**src/rtl/rising_edge_detector_pkg.sv**
```systemverilog
// Shared constants for rising_edge_detector: parameter defaults, legal ranges,
// and the saturation value of the edge counter.
package rising_edge_detector_pkg;

    localparam int WIDTH_DEF       = 1;
    localparam int SYNC_STAGES_DEF = 2;
    localparam int CNT_W_DEF       = 8;

    localparam int WIDTH_MIN       = 1;
    localparam int WIDTH_MAX       = 32;
    localparam int SYNC_MIN        = 0;
    localparam int SYNC_MAX        = 4;
    localparam int CNT_W_MIN       = 1;
    localparam int CNT_W_MAX       = 32;

    // 2^w - 1, computed in 64 bits so w = 32 does not overflow
    function automatic logic [63:0] cnt_sat(input int w);
        return (64'd1 << w) - 64'd1;
    endfunction

endpackage

```
**src/rtl/rising_edge_detector_sync_chain.sv**
```systemverilog
// red_sync_chain: single-bit synchronizer of STAGES flops, async active-low
// reset to 0; STAGES = 0 degenerates to a wire.
module red_sync_chain #(
    parameter int STAGES = 2
)(
    input  logic clk,
    input  logic reset,
    input  logic d,
    output logic q
);

    generate
        if (STAGES == 0) begin : g_pass
            assign q = d;
        end else begin : g_ff
            logic [STAGES-1:0] ff;

            always_ff @(posedge clk or negedge reset) begin
                if (!reset) begin
                    ff <= '0;
                end else begin
                    ff[0] <= d;
                    for (int i = 1; i < STAGES; i++) ff[i] <= ff[i-1];
                end
            end

            assign q = ff[STAGES-1];
        end
    endgenerate

endmodule

```
**src/rtl/rising_edge_detector.sv**
```systemverilog
// Per-channel synchronized rising-edge detector with a saturating pulse counter
// on channel 0. Define RISING_EDGE_DETECTOR_FALL_EN to add the falledge output.
module rising_edge_detector
    import rising_edge_detector_pkg::*;
#(
    parameter int WIDTH       = WIDTH_DEF,
    parameter int SYNC_STAGES = SYNC_STAGES_DEF,
    parameter int CNT_W       = CNT_W_DEF
)(
    input  logic             clk,
    input  logic             reset,
    input  logic [WIDTH-1:0] signal,
    input  logic             count_clr,
    output logic [WIDTH-1:0] outedge,
`ifdef RISING_EDGE_DETECTOR_FALL_EN
    output logic [WIDTH-1:0] falledge,
`endif
    output logic [CNT_W-1:0] edge_count
);

    localparam logic [CNT_W-1:0] CNT_MAX  = CNT_W'(cnt_sat(CNT_W));
    localparam logic [2:0]       ARM_LAST = 3'(SYNC_STAGES);

    generate
        if (WIDTH < WIDTH_MIN || WIDTH > WIDTH_MAX ||
            SYNC_STAGES < SYNC_MIN || SYNC_STAGES > SYNC_MAX ||
            CNT_W < CNT_W_MIN || CNT_W > CNT_W_MAX) begin : g_bad_cfg
            $error("rising_edge_detector: parameter out of legal range");
        end
    endgenerate

    logic [WIDTH-1:0] synced;
    logic [WIDTH-1:0] prev;
    logic             armed;
    logic [2:0]       arm_cnt;

    generate
        for (genvar i = 0; i < WIDTH; i++) begin : g_ch
            red_sync_chain #(.STAGES(SYNC_STAGES)) u_sync (
                .clk   (clk),
                .reset (reset),
                .d     (signal[i]),
                .q     (synced[i])
            );
        end
    endgenerate

    // The sync chain holds reset zeros for SYNC_STAGES edges; arm only once prev
    // is loaded with a real sample, so a level high across reset is not a rise.
    always_ff @(posedge clk or negedge reset) begin
        if (!reset) begin
            prev    <= '0;
            armed   <= 1'b0;
            arm_cnt <= '0;
            outedge <= '0;
        end else begin
            prev    <= synced;
            outedge <= synced & ~prev & {WIDTH{armed}};
            if (!armed) begin
                if (arm_cnt == ARM_LAST) armed   <= 1'b1;
                else                     arm_cnt <= arm_cnt + 3'd1;
            end
        end
    end

`ifdef RISING_EDGE_DETECTOR_FALL_EN
    always_ff @(posedge clk or negedge reset) begin
        if (!reset) falledge <= '0;
        else        falledge <= ~synced & prev & {WIDTH{armed}};
    end
`endif

    // Clear has priority over a coincident increment
    always_ff @(posedge clk or negedge reset) begin
        if (!reset)                                edge_count <= '0;
        else if (count_clr)                        edge_count <= '0;
        else if (outedge[0] && edge_count != CNT_MAX) edge_count <= edge_count + 1'b1;
    end

endmodule

```
**config.mk**
```make
export PLATFORM = sky130hd
export DESIGN_NAME = rising_edge_detector
export DESIGN_NICKNAME = d
export VERILOG_FILES = /design/src/rtl/rising_edge_detector_pkg.sv /design/src/rtl/rising_edge_detector_sync_chain.sv /design/src/rtl/rising_edge_detector.sv
export SDC_FILE = /design/constraint.sdc
export NUM_CORES = 1
export LEC_CHECK = 0
export CAP_MARGIN = 20
export CORE_MARGIN = 3
export CORE_UTILIZATION = 50
export DETAILED_ROUTE_END_ITERATION = 8
export PLACE_DENSITY = 0.75
export REMOVE_ABC_BUFFERS = 1
export SLEW_MARGIN = 20
export SYNTH_ARGS = -nofsm -noshare
export SYNTH_HDL_FRONTEND = slang
export SYNTH_HIERARCHICAL = 1
export SYNTH_SLANG_ARGS = --single-unit
```
**constraint.sdc**
```tcl
create_clock -name clk -period 1.8 [get_ports clk]
set_input_delay 0.36 -clock clk [delete_from_list [all_inputs] [get_ports clk]]
set_output_delay 0.36 -clock clk [all_outputs]
set_load 0.01 [all_outputs]
```
==> flow_summary.json <==
{
  "fin_nets": 92,
  "setup-tns-final_ns": 0,
  "path_delay_family": "buffers and inverters",
  "crit_required_ns": 1.44,
  "p_int_w": 0.000511,
  "criticalPathCategory": "flop to output port",
  "via_count": 559,
  "muxShareOfSynthArea_pct": 6.48,
  "track_usage_pct": 16.2,
  "cts_tree": "done",
  "synth_area_leaders": "dfrtp_1 (52%), ha_1 (4.9%), a21oi_1 (3.9%), mux2_4 (3.9%), inv_1 (2.9%)",
  "cp_data_arrival_time_ns": 1.35,
  "hold_viol_final": 0,
  "max_freq_mhz": 583,
  "critPathLaunchType": "flop",
  "finalCritPeriodShare_pct": 95.2,
  "grt_max_degree": 17,
  "grt_pass1_wl_mm": 2.37,
  "antenna_found_initial": 0,
  "yosys.area_share.simple_pct": 18.6,
  "syn2layout_area_growth_pct": 22.2,
  "cp_max_fo": 8,
  "clkTransAtPathRegs_ns": 0.09,
  "synthAdderAreaFrac_pct": 4.86,
  "overflow": 0,
  "port_buffers": 12,
  "synth_compound_area_share_pct": 11.5,
  "netSwitchingPower_w": 0.000136,
  "use_met2_pct": 24.3,
  "yosys_warnings": 6,
  "start_util_pct": 56.5,
  "synthArstFlopShare_pct": 100,
  "setup_viol": 0,
  "syn_inst": 69,
  "root_buffer": "clkbuf_4",
  "critPathSlowestCell": "clkdlybuf4s50_1",
  "fillCellCount": 102,
  "critPathMaxStageDelay_ns": 0.58,
  "crit_path_cell_trace": "clkdlybuf4s50_1",
  "insertedDiodeCount": 0,
  "drtIter0Drc": 16,
  "maxSlewViolCount": 0,
  "met1_usage_pct": 21.6,
  "yosysSeqAreaShare_pct": 51.9,
  "cts.path.max_buffers": 2,
  "hold_buffers": 0,
  "vias_per_cell": 5.65,
  "place.gp.congestion": 0.822,
  "core.rowCount": 13,
  "synth_cell_type_count": 30,
  "busiest_layer": "met2",
  "ir_drop_uv": 439,
  "cts_inserted_buffers": 3,
  "grt_pass1_vias": 558,
  "yosys.area.top_type_share_pct": 51.9,
  "post_cts_buffers": 0,
  "combPwrFrac_pct": 6.2,
  "outcome": "finished, final reports clean",
  "dieArea_sq_um": 2050,
  "dieHeight_um": 45.3,
  "synth-xor-area-share_pct": 2.27,
  "end_kind": "output port",
  "clkPwrFrac_pct": 36.2,
  "die_w_um": 45.3,
  "period_minus_slack_ns": 1.71,
  "dp_hpwl_um": 967,
  "ys_dominant_reg_cell": "dfrtp_1",
  "core-area_sq_um": 1370,
  "ioPinCount": 13,
  "syn_area_per_cell_sq_um": 11.2,
  "wl_per_cell_um": 13.5,
  "grt_util_met3_pct": 2.39,
  "worst_pin_slew_ns": 0.378,
  "drc": 0,
  "p_per_area_nw_per_um2": 686,
  "ys_ff_latch": 16,
  "synth_top_family_by_area": "simple AND/OR/NAND/NOR gates",
  "crit_buf_inv": 1,
  "htree_levels": 1,
  "maxCapViolCount": 0,
  "swShare_pct": 21.0,
  "hold_ws_ns": 0.368,
  "drive_above_1_share_pct": 13.1,
  "total_leakage_power_nw": 0.392,
  "cts_resized": 0,
  "wirelength_mm": 1.33,
  "drtAntennaViolNets": 0,
  "insertion_delay_ns": 0.29,
  "holdCritPathClass": "input pin to asynchronous set/reset pin",
  "totalPowerFinal_w": 0.000647,
  "syn_area_sq_um": 772,
  "cts_sinks": 16,
  "synth_edf_count": 0,
  "p_seq_share_pct": 57.6,
  "rsz0062_at_grt": "false",
  "max_slew_margin_pct": 74.7,
  "first_pass_iters": 4,
  "synth_top_area_cell": "dfrtp_1",
  "skew_ns": 0.00104
}
==> layer usage <==
metal / vias up / wire, um
met5: - / 0
met4: 0 / 37
met3: 5 / 67
met2: 14 / 623
met1: 268 / 605
li1: 272 / -
==> placed cells by master, fill, tap and decap left out, types with 3 or more instances in the layout <==
| cell type | Yosys | routed |
|---|---|---|
| dfrtp_1 | 16 | 16 |
| clkdlybuf4s50_1 | 0 | 12 |
| inv_1 | 6 | 6 |
| a21oi_1 | 6 | 6 |
| nor2_1 | 3 | 3 |
| ha_1 | 3 | 3 |
| clkbuf_4 | 0 | 3 |
==> final cells by class <==
| type | instances | area [sq um] | area share (%) |
|---|---|---|---|
| timing repair buffer | 13 | 128 | 13.5 |
| tap | 15 | 18.8 | 1.99 |
| clock buffer | 4 | 36.3 | 3.85 |
| sequential | 16 | 400 | 42.4 |
| inverter | 6 | 22.5 | 2.39 |
| multi-input combinational | 45 | 338 | 35.8 |
==> per-stage QoR <==
stage / util, % / setup WS (ns) / instance area [sq um] / std cells
floorplan: - / 0.261 / 761 / 67
global placement: 66.4 / 0.250 / 907 / 95
detailed placement: 66.4 / 0.227 / 907 / 95
CTS: 69.0 / 0.0946 / 943 / 99
global route: 69.0 / 0.0213 / 943 / 99
finish: 69.0 / 0.0856 / 943 / 99
==> worst paths after layout <==
check,startpoint,to,slack (ns),cells past startpoint
max,edge_count[3],edge_count[3],0.09,1
min,reset,arm_cnt[2],0.37,2
max reg2reg,edge_count[0],edge_count[0],0.20,4
min reg2reg,g_ch[0].u_sync/g_ff.ff[0],g_ch[0].u_sync/g_ff.ff[1],0.37,0
max in group asynchronous,reset,arm_cnt[0],1.25,2
min in group clk,g_ch[0].u_sync/g_ff.ff[0],g_ch[0].u_sync/g_ff.ff[1],0.37,0
==> synth_stat cells, types with 2 or more instances <==
cell type / instances
dfrtp_1: 16
a21oi_1: 6
inv_1: 6
ha_1: 3
nor2_1: 3
mux2_4: 2
mux2i_1: 2
nand2_1: 2
nand2b_1: 2
nand3_1: 2
nand4_1: 2
nor2b_1: 2
nor3b_1: 2
or3_1: 2
xnor2_1: 2
==> state kept, by name, summed over array words and instances (netlist names) <==
| signal | flops |
|---|---|
| edge_count | 8 |
| arm_cnt | 3 |
| g_ch.u_sync/g_ff.ff | 2 |
| armed | 1 |
| outedge | 1 |
| prev | 1 |
==> power groups by stage <==
stage	registers, W	logic [W]	clock network (W)
after floorplan	0.000381	0.0000116	0
after global placement	0.000380	0.0000406	0
after detailed placement	0.000380	0.0000407	0
after CTS	0.000373	0.0000408	0.000242
after global routing	0.000374	0.0000437	0.000253
final	0.000373	0.0000400	0.000234
==> logic make-up (layout without fill, tap and decap cells) <==
group / count (synthesis) / after routing
multiplexers: 4 / 4
adder cells (fa/ha/maj): 3 / 3
AND/OR/NAND/NOR: 23 / 23
buffers and inverters: 8 / 23
AO/OA/AOI/OAI: 13 / 13
flip-flops: 16 / 16
XOR/XNOR: 2 / 2
Power figures use the tool's default switching activity.
